===== src/rtl/value_entry_pkg.sv =====
// Shared definitions for the value_entry block: FSM state encoding,
// the hex digit limit and the default operand width.
package value_entry_pkg;

  typedef enum logic [1:0] {
    ST_IDLE  = 2'd0,
    ST_ENTRY = 2'd1,
    ST_HOLD  = 2'd2
  } state_e;

  localparam int unsigned HEX_DIGIT_LIMIT = 4;
  localparam int unsigned VALUE_W_DEFAULT = 14;

endpackage


===== src/rtl/value_entry_key_debounce.sv =====
// key_debounce: conditions one raw asynchronous push button.
//   clk_i   - clock
//   rst_ni  - asynchronous active-low reset
//   btn_i   - raw button level, active-high
//   rise_o  - one-cycle pulse on the debounced rising edge
// The input passes a 2-flop synchronizer; the debounced level follows the
// synchronized level only after DEBOUNCE_CYCLES consecutive differing samples.
module key_debounce #(
  parameter int unsigned DEBOUNCE_CYCLES = 4
) (
  input  logic clk_i,
  input  logic rst_ni,
  input  logic btn_i,
  output logic rise_o
);

  localparam int unsigned CNT_W = $clog2(DEBOUNCE_CYCLES + 1);

  logic             s1_q, s2_q;
  logic [1:0]       fill_q;
  logic             armed_q;
  logic             stable_q;
  logic [CNT_W-1:0] cnt_q;
  logic             rise_q;

  // Until the synchronizer holds a real sample (fill_q[1]), the debounced
  // level is not trusted. The first real sample is adopted as the stable
  // level without an edge, so a button held across reset gives no event.
  always_ff @(posedge clk_i or negedge rst_ni) begin
    if (!rst_ni) begin
      s1_q     <= 1'b0;
      s2_q     <= 1'b0;
      fill_q   <= '0;
      armed_q  <= 1'b0;
      stable_q <= 1'b0;
      cnt_q    <= '0;
      rise_q   <= 1'b0;
    end else begin
      s1_q   <= btn_i;
      s2_q   <= s1_q;
      fill_q <= {fill_q[0], 1'b1};
      rise_q <= 1'b0;
      if (!armed_q) begin
        cnt_q <= '0;
        if (fill_q[1]) begin
          stable_q <= s2_q;
          armed_q  <= 1'b1;
        end
      end else if (s2_q == stable_q) begin
        cnt_q <= '0;
      end else if (cnt_q == CNT_W'(DEBOUNCE_CYCLES - 1)) begin
        stable_q <= s2_q;
        cnt_q    <= '0;
        rise_q   <= s2_q;
      end else begin
        cnt_q <= cnt_q + 1'b1;
      end
    end
  end

  assign rise_o = rise_q;

endmodule


===== src/rtl/value_entry.sv =====
// value_entry: assembles a hex or binary operand from debounced key presses
// and holds it for a consumer until acknowledged.
//   clk, rst_n           - clock, asynchronous active-low reset
//   key_code             - digit value presented with key_btn
//   key_btn/enter_btn/clear_btn - raw buttons, active-high
//   EntrySelect          - 1 = hex entry, 0 = binary entry
//   value, digit_count   - operand and number of accepted digits
//   overflow             - a digit was rejected at the digit limit
//   value_valid          - committed operand held (HOLD state)
//   value_ack            - consumer acknowledge
module value_entry
  import value_entry_pkg::*;
#(
  parameter int unsigned DEBOUNCE_CYCLES = 4,
  parameter int unsigned VALUE_W         = VALUE_W_DEFAULT
) (
  input  logic               clk,
  input  logic               rst_n,
  input  logic [3:0]         key_code,
  input  logic               key_btn,
  input  logic               enter_btn,
  input  logic               clear_btn,
  input  logic               EntrySelect,
  output logic [VALUE_W-1:0] value,
  output logic [3:0]         digit_count,
  output logic               overflow,
  output logic               value_valid,
  input  logic               value_ack
);

  logic key_ev, enter_ev, clear_ev;

  key_debounce #(.DEBOUNCE_CYCLES(DEBOUNCE_CYCLES)) u_key_db (
    .clk_i(clk), .rst_ni(rst_n), .btn_i(key_btn), .rise_o(key_ev)
  );
  key_debounce #(.DEBOUNCE_CYCLES(DEBOUNCE_CYCLES)) u_enter_db (
    .clk_i(clk), .rst_ni(rst_n), .btn_i(enter_btn), .rise_o(enter_ev)
  );
  key_debounce #(.DEBOUNCE_CYCLES(DEBOUNCE_CYCLES)) u_clear_db (
    .clk_i(clk), .rst_ni(rst_n), .btn_i(clear_btn), .rise_o(clear_ev)
  );

  state_e             state_q, state_d;
  logic [VALUE_W-1:0] value_q, value_d;
  logic [3:0]         count_q, count_d;
  logic               ovf_q, ovf_d;
  logic               sel_q;

  logic               sel_changed;
  logic [3:0]         limit;
  logic               digit_ok;
  logic [VALUE_W-1:0] shifted;
  logic               zero_all;

  always_comb begin
    state_d     = state_q;
    value_d     = value_q;
    count_d     = count_q;
    ovf_d       = ovf_q;
    zero_all    = 1'b0;
    sel_changed = (EntrySelect != sel_q);
    limit       = EntrySelect ? 4'(HEX_DIGIT_LIMIT) : 4'(VALUE_W);
    // Binary keys above 1 are dropped entirely, before the limit check.
    digit_ok    = EntrySelect || (key_code <= 4'd1);
    shifted     = EntrySelect ? {value_q[VALUE_W-5:0], key_code}
                              : {value_q[VALUE_W-2:0], key_code[0]};

    if (clear_ev) begin
      zero_all = 1'b1;
    end else begin
      unique case (state_q)
        ST_IDLE, ST_ENTRY: begin
          if ((state_q == ST_ENTRY) && sel_changed) begin
            zero_all = 1'b1;
          end else if (enter_ev) begin
            if (state_q == ST_ENTRY) state_d = ST_HOLD;
          end else if (key_ev && digit_ok) begin
            state_d = ST_ENTRY;
            if (count_q >= limit) begin
              ovf_d = 1'b1;
            end else begin
              value_d = shifted;
              count_d = count_q + 1'b1;
            end
          end
        end
        ST_HOLD: begin
          if (value_ack) zero_all = 1'b1;
        end
        default: zero_all = 1'b1;
      endcase
    end

    if (zero_all) begin
      state_d = ST_IDLE;
      value_d = '0;
      count_d = '0;
      ovf_d   = 1'b0;
    end
  end

  always_ff @(posedge clk or negedge rst_n) begin
    if (!rst_n) begin
      state_q <= ST_IDLE;
      value_q <= '0;
      count_q <= '0;
      ovf_q   <= 1'b0;
      sel_q   <= 1'b0;
    end else begin
      state_q <= state_d;
      value_q <= value_d;
      count_q <= count_d;
      ovf_q   <= ovf_d;
      sel_q   <= EntrySelect;
    end
  end

  assign value       = value_q;
  assign digit_count = count_q;
  assign overflow    = ovf_q;
  assign value_valid = (state_q == ST_HOLD);

endmodule


===== config.mk =====
export PLATFORM = sky130hd
export DESIGN_NAME = value_entry
export DESIGN_NICKNAME = d
export VERILOG_FILES = /design/src/rtl/value_entry_pkg.sv /design/src/rtl/value_entry_key_debounce.sv /design/src/rtl/value_entry.sv
export SDC_FILE = /design/constraint.sdc
export NUM_CORES = 1
export LEC_CHECK = 0
export CAP_MARGIN = 20
export CORE_MARGIN = 2
export CORE_UTILIZATION = 55
export CTS_CLUSTER_SIZE = 16
export DETAILED_ROUTE_END_ITERATION = 10
export PLACE_DENSITY = 0.76
export SYNTH_ARGS = -nofsm -noshare
export SYNTH_HDL_FRONTEND = slang
export SYNTH_HIERARCHICAL = 1
export SYNTH_SLANG_ARGS = --single-unit
export TNS_END_PERCENT = 100

===== constraint.sdc =====
create_clock -name clk -period 2.87 [get_ports clk]
set_input_delay 0.574 -clock clk [delete_from_list [all_inputs] [get_ports clk]]
set_output_delay 0.574 -clock clk [all_outputs]
set_load 0.01 [all_outputs]

==> metrics.md <==
| Metric | Value |
|---|---|
| Setup crit end kind | register |
| Psw | 0.609 mW |
| Worst-path cell chain | clkdlybuf4s50_1 -> ha_1 -> a21oi_2 -> a31o_1 -> nand3_1 -> o211a_1 |
| Num rows | 24 |
| Crit start category | input pin |
| Final slew viol count | 0 |
| Io pins | 31 |
| Worst-path clk slew | approximately 90 ps |
| Leak | 1.37 nW |
| HP Class | input pin to async pin |
| Commonest cells post-synth | dfrtp_1 (52), nand3_1 (15), o211a_1 (15) |
| Largest net degree at the start of global routing | 28 |
| Final setup vio count | 0 |
| Count leader, synth | dfrtp_1 |
| Post-Syn Nets | around 200 |
| VDD IR-drop max | around 0.00041 V |
| Die width | between 70 and 80 um |
| Critical path data required time | approximately 3100 ps |
| Seq/Total Area, Yosys | around 53% |
| Post-DR wirelength/cell | roughly 16 um |
| Initial DRT Pass Iterations | 4 |
| Fmax | between 0.4 and 0.5 GHz |
| Status | completed |
| Dpl ws | around 240 ps |
| Crit path time final | between 2000 and 2500 ps |
| Postcts setup bufs | 0 |
| Initial Util | a little under three fifths |
| Setup CP Type | input pin to register |
| Cell Pwr Density | between 700 and 800 mW/mm^2 |
| Slew HR | 58.9% |
| Vias | 1,585 |
| Worst path top cell family by delay | compound AO/OA/AOI/OAI gates |
| Comb power frac | roughly 28% |
| Area delta synth->final | 18.5% |
| Fillers | approximately 330 |
| Post-synth EDFFs | 0 |
| Initial antenna violation count | 0 |
| DR DRC count | 0 |
| Die area | a little under 0.005 mm^2 |
| Area leader, netlist | dfrtp_1 |
| PortBufs | 30 |
| First-pass GRT wire length | about 7900 um |
| Post-DP HPWL | about 3100 um |
| Die H | 70.5 um |
| Syn Inst Count | 187 |
| Worst-case clock buffer depth | 2 |
| CTS Buf Count | 5 |
| Critical-path top delay cell | clkdlybuf4s50_1 |
| Fin util | between 60% and 70% |
| Final WS setup | about 560 ps |
| Final Cycle Share | just over 80% |
| Resized cells post-CTS | 0 |
| Pwr Total | between 2 and 2.5 mW |
| Total gr overflow | 0 |
| Dpl cell area | ~0.0028 mm^2 |
| Clock network fraction of design power | 24.0% |
| Synth top area cells | dfrtp_1 (53%), o211a_1 (6.2%), mux2i_1 (5.8%) |
| Register bit total from synthesis | 52 |
| Setup_tns | 0 ps |
| Top_reg_cell synth | dfrtp_1 |
| Gpl congestion | about 0.75 |
| Distinct cells, synth | just over 40 |
| Htree depth | 2 |
| WP buf/inv | 1 |
| Ys Warns | 6 |
| Syn Area/Cell | ~13 um^2 |
| RSZ-0062 raised after global routing | false |
| CTS Hold Buffers Added | 0 |
| Async SR Flop Fraction | 100% |
| ANT nets after route | 0 |
| Synth top area share | 53.5% |
| Maxcap violations | 0 |
| Antenna cell count | 0 |
| Root Driver | clkbuf_8 |
| Internal Power | between 1 and 1.5 mW |
| Vias per cell | a little under 6 |
| Worst-path maximum fanout | 17 |
| Max incr delay on CP | slightly below 600 ps |
| Slew @ Worst Pin | slightly above 600 ps |
| Total Routed Length | 4450 um |
| Sw frac | between 20 and 30% |
| Worst-Skew Late Latency | about 300 ps |
| Initial DRC Count | 77 |
| Design area | about 0.0029 mm^2 |
| Setup Skew | around 10 ps |
| Final Hold Viols | 0 |
| CTS tree | yes |
| Vias in the first global route | about 1,600 |
| Final #Nets | 237 |
| Core ar. | approximately 0.0043 mm^2 |
| Share of cells above drive strength 1 | 20.4% |
| Clock net sink count | 52 |
| Overall global routing resource usage | between 20% and 30% |
| Critical path arrival | about 2500 ps |
| Mapped Area | around 0.0024 mm^2 |
| Seq pwr share | a little under half |
path summary, 6_finish.rpt:
path	start	endpoint	slack, ps	depth (start not counted)
setup / recovery	EntrySelect	value[9]$_DFFE_PN0P_	560	6
hold / removal	rst_n	u_clear_db/cnt_q[0]$_DFF_PN0_	50	1
setup reg to reg	digit_count[3]$_DFFE_PN0P_	value[9]$_DFFE_PN0P_	980	5
hold reg to reg	u_key_db/fill_q[0]$_DFF_PN0_	u_key_db/fill_q[1]$_DFF_PN0_	350	0
max in group asynchronous	rst_n	u_key_db/armed_q$_DFF_PN0_	2290	2
min in group clk	u_key_db/fill_q[0]$_DFF_PN0_	u_key_db/fill_q[1]$_DFF_PN0_	350	0
per-stage QoR:
stage	hold WS, ps	cells
finish	50.0	273
global route	35.8	273
CTS	40.0	273
detailed placement	335	265
global placement	332	265
floorplan	278	187
logic make-up after synthesis:
family,Yosys count,synth area share [%]
simple gates,62,19.2
fa+ha+maj,6,3.08
flops,52,53.5
buf+inv,15,3.34
compound gates,31,13.2
mux,14,5.76
other cells,3,0.463
xor+xnor,4,1.44
cell usage in the layout (no fill, tap or decap), types with 4 or more instances in the layout:
master,synthesis,layout
and4bb_2,6,6
buf_4,3,5
clkbuf_8,0,5
clkdlybuf4s50_1,0,29
dfrtp_1,52,52
ha_1,6,6
inv_1,5,5
mux2i_1,14,14
nand2_1,4,4
nand3_1,15,15
nand3b_1,4,4
nand4b_1,4,4
nor2b_1,6,6
o211a_1,15,15
metal layers:
layer	global-route usage, %	vias up	wire, um
met5	0	-	0
met4	6.41	0	56
met3	5.05	7	167
met2	32.3	27	2200
met1	27.2	807	2020
li1	-	744	-
power groups by stage:
| stage | registers [mW] | logic [mW] | clock network (mW) |
|---|---|---|---|
| 5_1_grt | 1.00 | 0.635 | 0.540 |
| 3_5_place_dp | 0.997 | 0.580 | 0 |
| 3_3_place_gp | 0.982 | 0.553 | 0 |
| 4_1_cts | 0.984 | 0.585 | 0.506 |
| 2_1_floorplan | 0.987 | 0.363 | 0 |
| 6_report | 0.983 | 0.578 | 0.494 |
layout make-up:
type	instances	area, um^2	area share [%]
multi-input cells	120	1050	36.4
well taps	52	65.1	2.26
clock buffers	5	68.8	2.39
inverters	6	22.5	0.781
clock inverters	3	42.5	1.48
flip-flops and latches	52	1300	45.1
repair buffers	35	333	11.5
sequential cells by signal, indices dropped and copies added (netlist names), 2 cells and up:
signal / count
value: 14
digit_count: 4
u_clear_db/cnt_q: 3
u_enter_db/cnt_q: 3
u_key_db/cnt_q: 3
state_q: 2
u_clear_db/fill_q: 2
u_enter_db/fill_q: 2
u_key_db/fill_q: 2
(Power assumes the default switching activity.)
